$ cat src/rtl/syn_fetch_queue_if.sv
// Decode-side handshake of the fetch queue: head entry {pc, pc+1, inst} with valid/ready.
interface syn_fetch_queue_if #(
  parameter int ADDR_BIT = 10
) ();
  logic                out_valid;
  logic                out_ready;
  logic [ADDR_BIT-1:0] out_pc;
  logic [ADDR_BIT-1:0] out_pc_4;
  logic [31:0]         out_inst;

  modport master (output out_valid, output out_pc, output out_pc_4, output out_inst, input out_ready);
  modport slave  (input out_valid, input out_pc, input out_pc_4, input out_inst, output out_ready);
endinterface

$ cat src/rtl/syn_fetch_queue.sv
// Instruction-fetch front end: owns fetch PC, buffers {pc, inst} in a DEPTH-entry queue for decode.
// Define FETCH_QUEUE_PERF_EN to add saturating perf_fetched / perf_flushed counters.
module syn_fetch_queue #(
  parameter int ADDR_BIT = 10,
  parameter int DEPTH    = 4,
  parameter int RESET_PC = 0
) (
  input  logic                   clk,
  input  logic                   rst_n,
  input  logic                   en,
  input  logic                   halt,
  input  logic                   redirect,
  input  logic [ADDR_BIT-1:0]    redirect_pc,
  output logic [ADDR_BIT-1:0]    imem_addr,
  input  logic [31:0]            imem_inst,
  syn_fetch_queue_if.master      deq,
  output logic [$clog2(DEPTH):0] count
`ifdef FETCH_QUEUE_PERF_EN
  ,
  output logic [31:0]            perf_fetched,
  output logic [31:0]            perf_flushed
`endif
);

  localparam int PTR_W = $clog2(DEPTH);
  localparam int CNT_W = PTR_W + 1;
  localparam logic [CNT_W-1:0] DEPTH_C = CNT_W'(DEPTH);

  logic [ADDR_BIT-1:0] fetch_pc_reg;
  logic [PTR_W-1:0]    rd_ptr_reg;
  logic [PTR_W-1:0]    wr_ptr_reg;
  logic [CNT_W-1:0]    count_reg;
  logic [CNT_W-1:0]    count_next;
  logic                push;
  logic                pop;

  logic [ADDR_BIT-1:0] pc_mem_reg   [DEPTH];
  logic [31:0]         inst_mem_reg [DEPTH];

  assign pop  = en & ~redirect & (count_reg != '0) & deq.out_ready;
  // A full queue still accepts a fetch when the head leaves in the same cycle.
  assign push = en & ~redirect & ~halt & ((count_reg < DEPTH_C) | pop);

  always_comb begin
    count_next = count_reg;
    if (push && !pop) begin
      count_next = count_reg + CNT_W'(1);
    end else if (pop && !push) begin
      count_next = count_reg - CNT_W'(1);
    end
  end

  always_ff @(posedge clk or negedge rst_n) begin
    if (!rst_n) begin
      fetch_pc_reg <= ADDR_BIT'(RESET_PC);
      rd_ptr_reg   <= '0;
      wr_ptr_reg   <= '0;
      count_reg    <= '0;
    end else if (en) begin
      if (redirect) begin
        fetch_pc_reg <= redirect_pc;
        rd_ptr_reg   <= '0;
        wr_ptr_reg   <= '0;
        count_reg    <= '0;
      end else begin
        count_reg <= count_next;
        if (push) begin
          fetch_pc_reg <= fetch_pc_reg + ADDR_BIT'(1);
          wr_ptr_reg   <= wr_ptr_reg + PTR_W'(1);
        end
        if (pop) begin
          rd_ptr_reg <= rd_ptr_reg + PTR_W'(1);
        end
      end
    end
  end

  // Storage needs no reset: entries are only observable while counted.
  for (genvar gi = 0; gi < DEPTH; gi++) begin : g_entry
    always_ff @(posedge clk) begin
      if (push && (wr_ptr_reg == PTR_W'(gi))) begin
        pc_mem_reg[gi]   <= fetch_pc_reg;
        inst_mem_reg[gi] <= imem_inst;
      end
    end
  end

  assign imem_addr     = fetch_pc_reg;
  assign count         = count_reg;
  assign deq.out_valid = (count_reg != '0);
  assign deq.out_pc    = pc_mem_reg[rd_ptr_reg];
  assign deq.out_pc_4  = pc_mem_reg[rd_ptr_reg] + ADDR_BIT'(1);
  assign deq.out_inst  = inst_mem_reg[rd_ptr_reg];

`ifdef FETCH_QUEUE_PERF_EN
  logic [31:0] perf_fetched_reg;
  logic [31:0] perf_flushed_reg;
  logic [32:0] flushed_sum;

  assign flushed_sum = {1'b0, perf_flushed_reg} + 33'(count_reg);

  always_ff @(posedge clk or negedge rst_n) begin
    if (!rst_n) begin
      perf_fetched_reg <= '0;
      perf_flushed_reg <= '0;
    end else if (en) begin
      if (push && (perf_fetched_reg != 32'hFFFF_FFFF)) begin
        perf_fetched_reg <= perf_fetched_reg + 32'd1;
      end
      if (redirect) begin
        perf_flushed_reg <= flushed_sum[32] ? 32'hFFFF_FFFF : flushed_sum[31:0];
      end
    end
  end

  assign perf_fetched = perf_fetched_reg;
  assign perf_flushed = perf_flushed_reg;
`endif

endmodule

$ cat src/flat_wrapper.sv
// flat-port wrapper written by rule: the top's interface ports become plain ports
module syn_fetch_queue_flat 
#(
  parameter int ADDR_BIT = 10,
  parameter int DEPTH    = 4,
  parameter int RESET_PC = 0
)
  (clk, rst_n, en, halt, redirect, redirect_pc, imem_addr, imem_inst, count, deq_out_valid, deq_out_pc, deq_out_pc_4, deq_out_inst, deq_out_ready);
  syn_fetch_queue_if #(.ADDR_BIT(ADDR_BIT)) deq_i ();
  input  logic clk;
  input  logic rst_n;
  input  logic en;
  input  logic halt;
  input  logic redirect;
  input  logic [ADDR_BIT-1:0] redirect_pc;
  output logic [ADDR_BIT-1:0] imem_addr;
  input  logic [31:0] imem_inst;
  output logic [$clog2(DEPTH):0] count;
  output wire logic [$bits(deq_i.out_valid)-1:0] deq_out_valid;
  output wire logic [$bits(deq_i.out_pc)-1:0] deq_out_pc;
  output wire logic [$bits(deq_i.out_pc_4)-1:0] deq_out_pc_4;
  output wire logic [$bits(deq_i.out_inst)-1:0] deq_out_inst;
  input wire logic [$bits(deq_i.out_ready)-1:0] deq_out_ready;
  assign deq_out_valid = deq_i.out_valid;
  assign deq_out_pc = deq_i.out_pc;
  assign deq_out_pc_4 = deq_i.out_pc_4;
  assign deq_out_inst = deq_i.out_inst;
  assign deq_i.out_ready = deq_out_ready;
  syn_fetch_queue #(.ADDR_BIT(ADDR_BIT), .DEPTH(DEPTH), .RESET_PC(RESET_PC)) u_core (.clk(clk), .rst_n(rst_n), .en(en), .halt(halt), .redirect(redirect), .redirect_pc(redirect_pc), .imem_addr(imem_addr), .imem_inst(imem_inst), .deq(deq_i), .count(count));
endmodule
$ cat config.mk
export PLATFORM = sky130hd
export DESIGN_NAME = syn_fetch_queue_flat
export DESIGN_NICKNAME = d
export VERILOG_FILES = /design/src/rtl/syn_fetch_queue_if.sv /design/src/rtl/syn_fetch_queue.sv /design/src/flat_wrapper.sv
export SDC_FILE = /design/constraint.sdc
export NUM_CORES = 1
export LEC_CHECK = 0
export ABC_AREA = 1
export BUFFER_PORTS_ARGS = -buffer_cell sky130_fd_sc_hd__buf_2
export CAP_MARGIN = 20
export CELL_PAD_IN_SITES_DETAIL_PLACEMENT = 1
export CELL_PAD_IN_SITES_GLOBAL_PLACEMENT = 1
export CORE_MARGIN = 4
export CORE_UTILIZATION = 45
export DETAILED_ROUTE_END_ITERATION = 16
export PLACE_DENSITY = 0.77
export SLEW_MARGIN = 10
export SYNTH_ARGS = -nofsm -noshare
export SYNTH_HDL_FRONTEND = slang
export SYNTH_SLANG_ARGS = --single-unit
$ cat constraint.sdc
create_clock -name clk -period 3.5 [get_ports clk]
set_input_delay 1.05 -clock clk [delete_from_list [all_inputs] [get_ports clk]]
set_output_delay 1.05 -clock clk [all_outputs]
set_load 0.02 [all_outputs]
==> metrics.txt, run 1 <==
status=completed; number of synthesized register bits=around 190; antenna cells=0; # clock sinks=around 190; initial core utilization=0.460; initial antenna violation count=0; IO Count=~110; I/O Buffers=113; Syn Nets=700; Clock Skew=0.0107 ns; die height=138 µm; final hold violations=0; CTS root buf=clkbuf_16; full die area=roughly 19000 µm²; grt total ovfl=0; Die Span X=138 µm; number of global-route vias before repair=between 5000 and 6000; drt first pass iters=5; Overall Power=just over 7000 µW; Max-cap violations=0; P&R area growth vs syn=20.2%; Residual DRC=0; WL final=20000 µm; Mapped Area=around 7700 µm²; slack of the critical path=0.113 ns; Placed Cells=~960; Core Area=about 17000 µm²; FP Rows=47; drt initial violations=520; Fmax=0.295 GHz; fin crit share=0.968; max reg flops=128; clock transition at the registers of the reported paths=0.07 ns; routed length per placed instance=slightly above 20 µm; PD cells=782 nW/µm²; minimum clock period=around 3.4 ns; YS warnings=0; Num CTS Buffers=17; synthesized area per cell=11.9 µm²; final setup vio count=0; Final Non-Filler Cells=just under 1000; Core Util, Final=0.553; Final Max Slew Viols=0; CTS tree=yes; Placer Congestion=0.798; Placed Area=8490 µm²; final instance area=a little over 9000 µm²; leakage=0.00352 µW; Clock Path Buffers=2; largest net degree at the start of global routing=about 50; maximum VDD drop=0.000434 V; DP HPWL=around 13000 µm; Worst-Skew Late Latency=0.43 ns; post-place setup slack=0.389 ns; # H-tree levels=4; Crit. End Element=output pin; Distinct cells, synth=33; Crit Path Category=flip-flop to output pin; Post-DRT Antenna Nets=0; NumNets Final=815; total number of vias=5430; vias per cell=approximately 5.5; Max FO, Critical Path=28; layout cells sized above 1=0.233; RSZ-0062 raised after global routing=no; Critical Path Start Type=flip-flop; Hold Crit Class=input port to asynchronous set/reset pin; CP Data Required Time=2.45 ns; Total Routing Usage GR=0.207; Slew @ Worst Pin=between 0.6 and 0.7 ns; CP arrival=about 2.3 ns; Post-Synthesis Cells=645; first-pass GRT wire length=31200 µm; Slew headroom=0.543; register-to-register setup slack=1.44 ns; sequential-to-total area share from yosys stat=0.714
## report_power, final
group / switching, µW / internal [µW] / total (µW) / leakage (µW)
Sequential: 130 / 2540 / 2670 / 0.00173
Combinational: 1770 / 755 / 2520 / 0.00148
Clock: 853 / 1150 / 2010 / 0.000312
## cells in the mapped netlist
cell / count / area [µm²]
nand3b_1: 1 / 7.51
edfxtp_1: 168 / 5040
a31oi_1: 3 / 18.8
buf_4: 3 / 22.5
o41ai_1: 1 / 8.76
nand2_2: 4 / 25.0
a32oi_1: 1 / 8.76
clkbuf_1: 11 / 41.3
ha_1: 6 / 75.1
o21ai_0: 86 / 430
nand4_1: 4 / 25.0
xor2_1: 4 / 35.0
nand3_2: 1 / 10.0
buf_6: 3 / 33.8
a21oi_1: 4 / 20.0
nor2_1: 90 / 338
nand2_1: 117 / 439
nor3_1: 1 / 5.00
buf_8: 1 / 15.0
o22ai_1: 34 / 213
o21a_1: 1 / 7.51
nand3_1: 27 / 135
buf_1: 1 / 3.75
buf_2: 12 / 60.1
xnor2_1: 1 / 8.76
inv_2: 3 / 11.3
inv_1: 31 / 116
o211ai_1: 2 / 15.0
a21oi_2: 1 / 8.76
o21ai_1: 2 / 10.0
nor2_2: 3 / 18.8
fa_1: 1 / 20.0
dfrtp_1: 17 / 425
## cells by family after synthesis
group | share of synthesized area
buf+inv | 0.0397
fa+ha+maj | 0.0124
compound gates | 0.0967
simple gates | 0.131
flops | 0.714
xor+xnor | 0.00572
## metal layers
layer	vias to the layer above	wire length [µm]	share of wire	track usage
met2	167	10500	0.53	0.367
met1	2725	8120	0.41	0.248
met5	-	0	0	0
li1	2516	-	-	-
met3	22	1050	0.053	0.0552
met4	0	293	0.015	0.0629
## stage by stage
step                      hold slack (ns)  setup TNS (ns)
after floorplan                     0.580          -39.05
after global placement              0.556               0
after detailed placement            0.568               0
after CTS                           0.542               0
after global routing                0.549               0
final                               0.542               0
## worst max-delay path, stage by stage, from the launching register on
cell        delay, ns
dfrtp_2          0.47
clkinvlp_4       0.17
buf_2            0.20
buf_4            0.13
buf_4            0.29
o21ai_0          0.16
o22ai_1          0.26
buf_2            0.23
## worst paths after layout
check	endpoint	depth (start not counted)	from
min	u_core.imem_addr[9]	1	rst_n
max	deq_out_inst[27]	7	u_core.rd_ptr_reg[1]
max reg2reg	u_core.inst_mem_reg[0][29]	6	u_core.count[2]
min in group clk	u_core.count[2]	2	u_core.count[2]
max in group asynchronous	u_core.rd_ptr_reg[1]	1	rst_n
min reg2reg	u_core.count[2]	2	u_core.count[2]
## layout make-up
type | instances | area, µm²
fillers | 1754 | 7440
repair buffers | 127 | 768
clock inverters | 15 | 203
well taps | 220 | 275
multi-input cells | 395 | 1920
clock buffers | 17 | 425
inverters | 34 | 136
flip-flops and latches | 185 | 5470
## timing repair
item	in CTS	in global routing
hold buffers	0	0
cloned	0	1
endpoints found under the setup margin	4	8
buffers inserted	0	2
gates resized for setup	2	14
## cells in the final DEF (no fill, tap or decap), types with 2 or more instances in the layout
cell type / count
a21oi_1: 4
a31oi_1: 3
buf_12: 6
buf_2: 114
buf_4: 4
buf_6: 2
bufinv_16: 3
clkbuf_16: 18
clkinv_2: 2
dfrtp_1: 15
dfrtp_2: 2
edfxtp_1: 168
ha_1: 6
inv_1: 30
inv_2: 2
inv_6: 6
inv_8: 3
nand2_1: 116
nand2_2: 5
nand3_1: 27
nand4_1: 4
nor2_1: 86
nor2_2: 3
nor2_4: 4
o211ai_1: 2
o21ai_0: 86
o21ai_1: 2
o22ai_1: 33
xor2_1: 4
Power figures use the tool's default switching activity.
==> inputs of run 2 (changes only) <==
==> constraint.sdc (replaced) <==
create_clock -name clk -period 3.5 [get_ports clk]
set_input_delay 0.35 -clock clk [delete_from_list [all_inputs] [get_ports clk]]
set_output_delay 0.35 -clock clk [all_outputs]
set_load 0.02 [all_outputs]
==> run 2 against run 1 <==
Wire length shrank 4.9%. Clock skew is essentially flat. Cell count is 0.40% lower. Cell area is 1.8% lower. Sequential cell count stayed put. Clock-buffer cell count is the same. Highest routed layer is now met5.
==> metrics.txt, run 2 (synthesis gave the netlist of run 1 again) <==
status=completed; Slew headroom=0.427; routed length per placed instance=19.2 µm; commonest non-fill, non-tap cell in the layout=edfxtp_1; # clock sinks=about 190; minimum clock period=~3.1 ns; initial core utilization=0.460; FF/Latch Area=5470 µm²; final instance area=9030 µm²; Clock Path Buffers=2; setup TNS=0 ns; drt first pass iters=4; Placer Congestion=0.784; Core Util, Final=0.543; initial antenna violation count=1; first-pass GRT wire length=30800 µm; maximum VDD drop=0.000356 V; vias per cell=5.38; Residual DRC=0; grt total ovfl=0; IO Count=roughly 110; Die Span X=138 µm; number of global-route vias before repair=5806; CP arrival=2.77 ns; total number of vias=5322; final setup vio count=0; most frequent cells in the layout=edfxtp_1 (168), nand2_1 (117), buf_2 (113); drt initial violations=425; Num CTS Buffers=17; max reg flops=around 130; Placed Area=8430 µm²; full die area=around 19000 µm²; Max-cap violations=0; CTS root buf=clkbuf_16; Max FO, Critical Path=84; fin crit share=0.892; leakage=0.00344 µW; NumNets Final=811; Fmax=0.320 GHz; Final Max Slew Viols=0; die height=138 µm; Fillers=~1800; area of the multi-input gates=~1900 µm²; CTS tree=yes; I/O Buffers=about 110; largest net degree at the start of global routing=85; Worst-Skew Late Latency=0.43 ns; Hold Crit Class=input port to flip-flop; Placed Cells=around 960; Post-CTS Setup Bufs=0; Final Non-Filler Cells=989; P&R area growth vs syn=18.0%; Total Routing Usage GR=0.203; layout cells sized above 1=0.221; Clock Skew=0.0106 ns; Slew @ Worst Pin=0.859 ns; PD cells=just under 800 nW/µm²; # H-tree levels=4; DP HPWL=12000 µm; Post-DRT Antenna Nets=0; Crit. End Element=output pin; Core Area=16600 µm²; FP Rows=47; CP Data Required Time=3.15 ns; RSZ-0062 raised after global routing=no; Critical Path Start Type=flip-flop; clock transition at the registers of the reported paths=0.07 ns; final hold violations=0; WL final=19000 µm; Crit Path Category=flip-flop to output pin; antenna cells=0
==> run 2: changes by cell type in the layout (fill, tap and decap cells not counted), sizes merged <==
cell and change:
buf -4, bufinv -1, clkbuf -1, clkinv -1, clkinvlp +3, dlygate4sd3 +1, inv -1
==> run 2: worst paths after layout <==
| kind | cells after the start | slack [ns] | from | to |
|---|---|---|---|---|
| min in group asynchronous | 2 | 0.40 | rst_n | u_core.imem_addr[2] |
| max in group asynchronous | 2 | 2.79 | rst_n | u_core.rd_ptr_reg[0] |
| min reg2reg | 2 | 0.58 | u_core.count[2] | u_core.count[2] |
| min | 1 | 0.13 | imem_inst[15] | u_core.inst_mem_reg[0][15] |
| max reg2reg | 6 | 1.35 | u_core.count[2] | u_core.inst_mem_reg[0][11] |
| max | 12 | 0.38 | u_core.rd_ptr_reg[0] | deq_out_pc_4[6] |
==> run 2: per-layer routing <==
metal,vias up,part of all wire,track usage,wire length [µm]
met5,-,0.00068,0,13
met4,2,0.0056,0.0515,106
met3,8,0.046,0.0528,866
met2,101,0.54,0.365,10300
met1,2704,0.41,0.244,7720
li1,2507,-,-,-
==> run 2: area by class of cell <==
type	instances	area share
repair buffers	123	0.0726
flip-flops and latches	185	0.606
well taps	220	0.0305
clock inverters	15	0.0181
multi-input cells	395	0.212
inverters	34	0.0141
clock buffers	17	0.0471
==> run 2: stage by stage <==
stage,hold WS (ns),total power (µW),setup WS (ns)
finish,0.132,6940,0.379
floorplan,0.0544,4290,0.371
detailed placement,0.299,5110,0.810
global route,0.119,7360,0.106
global placement,0.301,5000,0.968
CTS,0.113,7010,0.340
==> run 2: timing repair <==
action | in CTS | in global routing
hold buffers | 1 | 0
endpoints found under the hold margin | 17 | 0
resized for setup | 0 | 0
==> run 2: critical path: stages (launching register included) <==
cell and delay [ns]:
dfrtp_2 0.36, buf_4 0.67, nand2_1 0.21, nand2_1 0.12
nand2_1 0.06, nand2_2 0.11, ha_1 0.21, nand3_2 0.12
nor2_2 0.14, nand2_1 0.07, nand2_1 0.06, nand2_1 0.05
buf_2 0.15
==> run 2: power by group <==
group / switching (µW) / total [µW] / internal [µW]
registers: 102 / 2640 / 2540
logic: 1720 / 2390 / 675
clock network: 838 / 1910 / 1070
total: 2660 / 6940 / 4280
